### src/rtl/pwm_fade_sequencer_pkg.sv
// Shared definitions for the PWM fade sequencer and its period timer.
// Contents:
//   DATA_W        duty-cycle width (matches the PWM peripheral's pwm_duty_cycle)
//   CLK_DIV_DEF   default clocks per PWM counter step
//   PWM_STEPS_DEF default PWM counter steps per period
//   state_t       sequencer state encoding
//   at_least_one  maps a zero configuration value to 1
package pwm_fade_sequencer_pkg;

  localparam int DATA_W        = 8;
  localparam int CLK_DIV_DEF   = 13;
  localparam int PWM_STEPS_DEF = 256;

  typedef enum logic [1:0] {
    IDLE      = 2'd0,
    RAMP_UP   = 2'd1,
    RAMP_DOWN = 2'd2
  } state_t;

  function automatic logic [DATA_W-1:0] at_least_one(input logic [DATA_W-1:0] v);
    return (v == '0) ? DATA_W'(1) : v;
  endfunction

endpackage

### src/rtl/pwm_fade_sequencer_period_timer.sv
// pwm_period_timer: free-running replica of the PWM peripheral's period
// counter. Flags the last clock of every PWM period so duty updates land
// exactly on a period boundary.
// Ports:
//   clk          clock
//   rst_n        synchronous active-low reset (counters to 0)
//   period_tick  high for one clock on the last clock of each period
module pwm_period_timer
  import pwm_fade_sequencer_pkg::*;
#(
  parameter int CLK_DIV   = CLK_DIV_DEF,
  parameter int PWM_STEPS = PWM_STEPS_DEF
) (
  input  logic clk,
  input  logic rst_n,
  output logic period_tick
);

  localparam int DIV_W  = (CLK_DIV > 1)   ? $clog2(CLK_DIV)   : 1;
  localparam int STEP_W = (PWM_STEPS > 1) ? $clog2(PWM_STEPS) : 1;
  localparam logic [DIV_W-1:0]  DIV_LAST  = DIV_W'(CLK_DIV - 1);
  localparam logic [STEP_W-1:0] STEP_LAST = STEP_W'(PWM_STEPS - 1);

  logic [DIV_W-1:0]  div_cnt;
  logic [STEP_W-1:0] step_cnt;
  logic              div_wrap;

  assign div_wrap = (div_cnt == DIV_LAST);

  always_ff @(posedge clk) begin
    if (!rst_n) begin
      div_cnt  <= '0;
      step_cnt <= '0;
    end else if (div_wrap) begin
      div_cnt  <= '0;
      step_cnt <= (step_cnt == STEP_LAST) ? '0 : step_cnt + 1'b1;
    end else begin
      div_cnt  <= div_cnt + 1'b1;
    end
  end

  assign period_tick = div_wrap && (step_cnt == STEP_LAST);

endmodule

### src/rtl/pwm_fade_sequencer.sv
// pwm_fade_sequencer: ramps the PWM duty cycle toward a programmed target,
// one clamped step every cfg_interval PWM periods, either once or as a
// floor<->target triangle. Duty only changes on a period boundary.
// Ports:
//   clk, rst_n     clock, synchronous active-low reset
//   cfg_target     ramp end value (loop upper bound)
//   cfg_floor      loop lower bound
//   cfg_step       duty increment per update (0 -> 1)
//   cfg_interval   PWM periods per update (0 -> 1)
//   cfg_loop       0 one-shot, 1 triangle loop
//   start          pulse: latch cfg_* and begin (ignored while busy)
//   abort          pulse: return to idle, holding the duty (beats start)
//   duty_cycle     to the PWM peripheral
//   busy           ramp or loop in progress
//   done           one-clock pulse when a one-shot ramp finishes
//   period_tick    one-clock pulse on the last clock of each PWM period
module pwm_fade_sequencer
  import pwm_fade_sequencer_pkg::*;
#(
  parameter int CLK_DIV   = CLK_DIV_DEF,
  parameter int PWM_STEPS = PWM_STEPS_DEF
) (
  input  logic              clk,
  input  logic              rst_n,
  input  logic [DATA_W-1:0] cfg_target,
  input  logic [DATA_W-1:0] cfg_floor,
  input  logic [DATA_W-1:0] cfg_step,
  input  logic [DATA_W-1:0] cfg_interval,
  input  logic              cfg_loop,
  input  logic              start,
  input  logic              abort,
  output logic [DATA_W-1:0] duty_cycle,
  output logic              busy,
  output logic              done,
  output logic              period_tick
);

  state_t            state_q, state_d;
  logic [DATA_W-1:0] duty_d;
  logic [DATA_W-1:0] goal_q, goal_d;
  logic [DATA_W-1:0] int_cnt_q, int_cnt_d;
  logic [DATA_W-1:0] next_duty;
  logic              busy_d, done_d;

  logic [DATA_W-1:0] sh_target, sh_floor, sh_step, sh_interval;
  logic              sh_loop;
  logic              loop_eff, start_loop_eff;

  function automatic logic [DATA_W-1:0] sat_up(input logic [DATA_W-1:0] cur,
                                               input logic [DATA_W-1:0] stp,
                                               input logic [DATA_W-1:0] lim);
    logic [DATA_W:0] sum;
    sum = {1'b0, cur} + {1'b0, stp};
    return (sum >= {1'b0, lim}) ? lim : sum[DATA_W-1:0];
  endfunction

  function automatic logic [DATA_W-1:0] sat_down(input logic [DATA_W-1:0] cur,
                                                 input logic [DATA_W-1:0] stp,
                                                 input logic [DATA_W-1:0] lim);
    logic signed [DATA_W:0] diff;
    diff = $signed({1'b0, cur}) - $signed({1'b0, stp});
    return (diff <= $signed({1'b0, lim})) ? lim : diff[DATA_W-1:0];
  endfunction

  pwm_period_timer #(
    .CLK_DIV   (CLK_DIV),
    .PWM_STEPS (PWM_STEPS)
  ) u_timer (
    .clk         (clk),
    .rst_n       (rst_n),
    .period_tick (period_tick)
  );

  // A loop whose floor is not below its target degenerates to a one-shot.
  assign loop_eff       = sh_loop  && (sh_floor  < sh_target);
  assign start_loop_eff = cfg_loop && (cfg_floor < cfg_target);

  always_ff @(posedge clk) begin
    if ((state_q == IDLE) && start && !abort) begin
      sh_target   <= cfg_target;
      sh_floor    <= cfg_floor;
      sh_step     <= at_least_one(cfg_step);
      sh_interval <= at_least_one(cfg_interval);
      sh_loop     <= cfg_loop;
    end
  end

  always_comb begin
    state_d   = state_q;
    duty_d    = duty_cycle;
    goal_d    = goal_q;
    int_cnt_d = int_cnt_q;
    done_d    = 1'b0;
    next_duty = duty_cycle;
    if (abort) begin
      state_d = IDLE;
    end else begin
      case (state_q)
        IDLE: begin
          if (start) begin
            int_cnt_d = at_least_one(cfg_interval);
            goal_d    = cfg_target;
            if (cfg_target > duty_cycle) begin
              state_d = RAMP_UP;
            end else if ((cfg_target < duty_cycle) || start_loop_eff) begin
              state_d = RAMP_DOWN;
            end else begin
              done_d = 1'b1;
            end
          end
        end
        RAMP_UP, RAMP_DOWN: begin
          if (period_tick) begin
            if (int_cnt_q > DATA_W'(1)) begin
              int_cnt_d = int_cnt_q - 1'b1;
            end else begin
              int_cnt_d = sh_interval;
              next_duty = (state_q == RAMP_UP) ? sat_up(duty_cycle, sh_step, goal_q)
                                               : sat_down(duty_cycle, sh_step, goal_q);
              duty_d    = next_duty;
              if (next_duty == goal_q) begin
                if (loop_eff) begin
                  // Swap the goal; the direction always points at the new goal.
                  if (goal_q == sh_target) begin
                    goal_d  = sh_floor;
                    state_d = RAMP_DOWN;
                  end else begin
                    goal_d  = sh_target;
                    state_d = RAMP_UP;
                  end
                end else begin
                  state_d = IDLE;
                  done_d  = 1'b1;
                end
              end
            end
          end
        end
        default: state_d = IDLE;
      endcase
    end
    busy_d = (state_d != IDLE);
  end

  always_ff @(posedge clk) begin
    if (!rst_n) begin
      state_q    <= IDLE;
      duty_cycle <= '0;
      int_cnt_q  <= '0;
      busy       <= 1'b0;
      done       <= 1'b0;
    end else begin
      state_q    <= state_d;
      duty_cycle <= duty_d;
      int_cnt_q  <= int_cnt_d;
      busy       <= busy_d;
      done       <= done_d;
    end
  end

  always_ff @(posedge clk) begin
    goal_q <= goal_d;
  end

endmodule

### config.mk
export PLATFORM = sky130hd
export DESIGN_NAME = pwm_fade_sequencer
export DESIGN_NICKNAME = d
export VERILOG_FILES = /design/src/rtl/pwm_fade_sequencer_pkg.sv /design/src/rtl/pwm_fade_sequencer_period_timer.sv /design/src/rtl/pwm_fade_sequencer.sv
export SDC_FILE = /design/constraint.sdc
export NUM_CORES = 1
export LEC_CHECK = 0
export BUFFER_PORTS_ARGS = -buffer_cell sky130_fd_sc_hd__clkbuf_2
export CAP_MARGIN = 10
export CORE_ASPECT_RATIO = 1.5
export CORE_MARGIN = 2
export CORE_UTILIZATION = 61
export DETAILED_ROUTE_END_ITERATION = 12
export HOLD_SLACK_MARGIN = 0.12
export PLACE_DENSITY = 0.81
export SLEW_MARGIN = 20
export SYNTH_ARGS = -nofsm -noshare
export SYNTH_HDL_FRONTEND = slang
export SYNTH_SLANG_ARGS = --single-unit
### constraint.sdc
create_clock -name clk -period 5.8 [get_ports clk]
set_clock_uncertainty 0.05 [all_clocks]
set_input_delay 1.16 -clock clk [delete_from_list [all_inputs] [get_ports clk]]
set_output_delay 1.16 -clock clk [all_outputs]
set_load 0.01 [all_outputs]
==> impl_metrics.py <==
metrics = {
    "global_route": {
        "grt_use_met1": 0.3478,
        "grt_max_degree": 31,
        "grt_pass1_vias": 4459,
        "busiest_layer": "met2",
        "antenna_found_initial": 0,
        "met3_usage": 0.04504,
        "track_usage": 0.3015,
        "grt_overflow_total": 0,
        "met2_usage": 0.5271,
        "grt_pass1_wl_um": 22070,
    },
    "worst_setup_path": {
        "cp.arrival_ns": 5.28,
        "endpoint_kind": "register",
        "crit_path_max_fanout": 8,
        "cp-start-kind": "register",
        "criticalPathCategory": "reg -> reg",
        "worstPathRequired_ns": 5.71,
    },
    "sta": {
        "slew_viol_final": 0,
        "slew_headroom": 0.3219,
        "fmax_mhz": 186.3,
        "min_period_ns": 5.369,
        "fin_setup_tns_ns": 0,
        "fin_crit_sh": 0.9256,
        "setup_viol": 0,
        "worst_pin_slew_ns": 1.013,
        "rsz0062_at_grt": "no",
        "finalHoldViolCount": 0,
    },
    "logic_synthesis": {
        "yosysWarnings": 0,
        "syn_area_per_cell_um2": 9.238,
        "yosys.area.top_type": "edfxtp_1",
        "yosys_register_bits": 73,
        "synth_cell_types": 69,
        "synth_edf_count": 41,
        "synth.top_cell.area_share": 0.2314,
        "synth_ff_type": "edfxtp_1",
        "yosysSeqAreaShare": 0.3518,
        "synthArstFlopShare": 0,
        "synth_area_um2": 5321,
        "syn_inst": 576,
        "synth_area_leaders": "edfxtp_1 23%, ha_1 15%, dfxtp_1 12%, inv_1 4.1%, xnor2_1 3.8%",
        "synth_nets": 677,
    },
    "cts": {
        "clk_pin_slew_ns": 0.05,
        "cts_resized": 0,
        "cts_setup_buffers": 0,
        "h-tree-depth": 3,
        "hold_buffers": 0,
        "clock_path_buffers": 2,
        "clock_latency_ns": 0.34,
        "clkSinkCount": 73,
        "cts_made_buffers": 9,
        "cts_tree": "built",
        "clockRootBuffer": "clkbuf_16",
    },
    "power": {
        "pwr-share-clk": 0.382,
        "power.density_nw_per_um2": 235.1,
        "p_sw_w": 0.0003805,
        "intPower_w": 0.001009,
        "combPwrFrac": 0.187,
        "leakage_nw": 2.560,
        "peakVddDrop_mv": 0.2601,
        "switching_share": 0.2739,
        "seq_power_share": 0.431,
    },
    "cells_and_area": {
        "area_growth_pct": 11.05,
        "finalNetCount": 712,
        "drive_above_1_share": 0.1331,
        "fin_util": 0.6982,
        "antenna_cells": 0,
        "num-fill-cells": 685,
    },
    "placed_design": {
        "gp_congestion": 0.9243,
        "portBuffers": 47,
        "post-dp-hpwl_um": 10860,
    },
    "worst_hold_path": {
        "hold_path.class": "reg -> reg",
    },
    "die": {
        "die_w_um": 80.26,
        "start_util": 0.6287,
        "die_area_um2": 9502,
        "core_area_um2": 8464,
        "ios": 48,
        "rows": 41,
        "die_h_um": 118.4,
    },
    "detailed_routing": {
        "ant_nets": 0,
        "finalWirelength_um": 13530,
        "routed_via_density": 6.203,
        "avgRoutedWirePerCell_um": 18.71,
        "first_iter_violations": 359,
        "route.detailed.drc": 0,
        "drt-pass1-iter-count": 5,
        "vias": 4485,
    },
    "run": {
        "maxCapViolCount": 0,
    },
    "run_status": {
        "outcome": "finished clean",
    },
}
-- power by group through the flow --
stage,sequential [W],combinational [W],clock [W]
2_1_floorplan,0.000603,0.000187,0
3_3_place_gp,0.000609,0.000245,0
3_5_place_dp,0.000610,0.000253,0
4_1_cts,0.000599,0.000255,0.000537
5_1_grt,0.000601,0.000291,0.000554
6_report,0.000599,0.000259,0.000531
-- logic make-up (layout without fill, tap and decap cells) --
logic type	count (synthesis)	in the layout	synth area share
AO/OA/AOI/OAI	148	148	0.1989
XOR/XNOR	31	31	0.05102
adder cells (fa/ha/maj)	64	64	0.1533
buffers and inverters	87	127	0.06325
flip-flops	73	73	0.3518
multiplexers	18	18	0.03386
AND/OR/NAND/NOR	155	155	0.1479
-- final timing paths --
| path | startpoint | endpoint | slack (ns) | depth (start not counted) |
|---|---|---|---|---|
| setup / recovery | sh_step[0] | goal_q[1] | 0.43 | 17 |
| hold reg to reg | u_timer.div_cnt[0] | u_timer.div_cnt[0] | 0.44 | 1 |
| setup reg to reg | sh_step[0] | goal_q[1] | 0.43 | 17 |
| hold / removal | u_timer.div_cnt[0] | u_timer.div_cnt[0] | 0.44 | 1 |
-- synth_stat cells (2+ instances only) --
master and n:
fa_1 2, a21boi_0 9, xor2_1 8, a22oi_1 5, o21ai_0 25, nor3_1 10, a31oi_1 2, o21a_1 2
inv_1 58, a32oi_1 2, nor2_1 41, mux2i_1 18, nor2b_1 8, o211a_1 8, a2bb2oi_1 2, edfxtp_1 41
a21oi_1 31, dfxtp_1 32, o22ai_1 2, nand2b_1 10, nor3b_1 3, o31ai_1 4, a21o_1 15, buf_2 5
nand2_1 44, o211ai_1 16, and2_1 5, or4_1 2, nand4_1 10, or3_1 2, a211oi_1 2, nand3_1 5
ha_1 62, o221a_2 3, xnor2_1 23, clkbuf_1 21, o221ai_1 2, nor4_1 5
-- worst max-delay path, stage by stage (launching register included) --
cell and delay [ns]:
edfxtp_1 0.40, ha_1 0.25, fa_1 0.41, nor2b_1 0.18, o21ai_0 0.25, nand3_1 0.14
xnor2_1 0.29, ha_1 0.33, a211oi_1 0.23, o211ai_1 0.13, o221a_2 0.29, nor3_4 0.26
a2bb2oi_1 0.14, a22o_1 0.26, o31ai_1 0.28, nand3_1 0.16, or3_1 0.32, a21oi_1 0.62
-- layout by cell type, fill, tap and decap left out, types with 8 or more instances in the layout --
| cell | Yosys | final |
|---|---|---|
| a21boi_0 | 9 | 9 |
| a21o_1 | 15 | 15 |
| a21oi_1 | 31 | 30 |
| clkbuf_16 | 0 | 9 |
| clkbuf_2 | 0 | 47 |
| dfxtp_1 | 32 | 32 |
| edfxtp_1 | 41 | 41 |
| ha_1 | 62 | 62 |
| inv_1 | 58 | 58 |
| mux2i_1 | 18 | 18 |
| nand2_1 | 44 | 44 |
| nand2b_1 | 10 | 10 |
| nand4_1 | 10 | 10 |
| nor2_1 | 41 | 40 |
| nor2b_1 | 8 | 8 |
| nor3_1 | 10 | 10 |
| o211a_1 | 8 | 8 |
| o211ai_1 | 16 | 16 |
| o21ai_0 | 25 | 25 |
| xnor2_1 | 23 | 23 |
| xor2_1 | 8 | 8 |
-- state kept, by name (all words and copies together), names as in the netlist --
signal	flops
duty_cycle	8
goal_q	8
int_cnt_q	8
sh_floor	8
sh_interval	8
sh_step	8
sh_target	8
u_timer.step_cnt	8
u_timer.div_cnt	4
state_q	2
busy	1
done	1
sh_loop	1
-- cell type report --
type	count	area, um^2	area share
clock buffer	9	225.2	0.03811
tap	107	133.9	0.02266
sequential	73	1872	0.3167
clock inverter	7	61.31	0.01037
multi-input combinational	416	3119	0.5278
timing repair buffer	52	276.5	0.04679
inverter	59	221.5	0.03748
-- per-layer routing --
metal | part of all wire | wire length [um]
met5 | 0 | 0
met1 | 0.39 | 5221
met2 | 0.53 | 7132
met3 | 0.040 | 539
met4 | 0.047 | 635
-- per-stage QoR --
stage          setup WS [ns]  total power (W)  cells  cell area [um^2]  hold slack, ns
3_3_place_gp          0.5578        0.0008539    706              5608          0.3955
3_5_place_dp          0.4813        0.0008633    706              5608          0.4255
4_1_cts               0.4498         0.001391    722              5894          0.4340
2_1_floorplan          1.163        0.0007900    576              5321          0.3795
6_report              0.4315         0.001389    723              5909          0.4354
5_1_grt              0.09629         0.001447    723              5909          0.4528
Note: power is estimated with default switching activity, not from simulation.
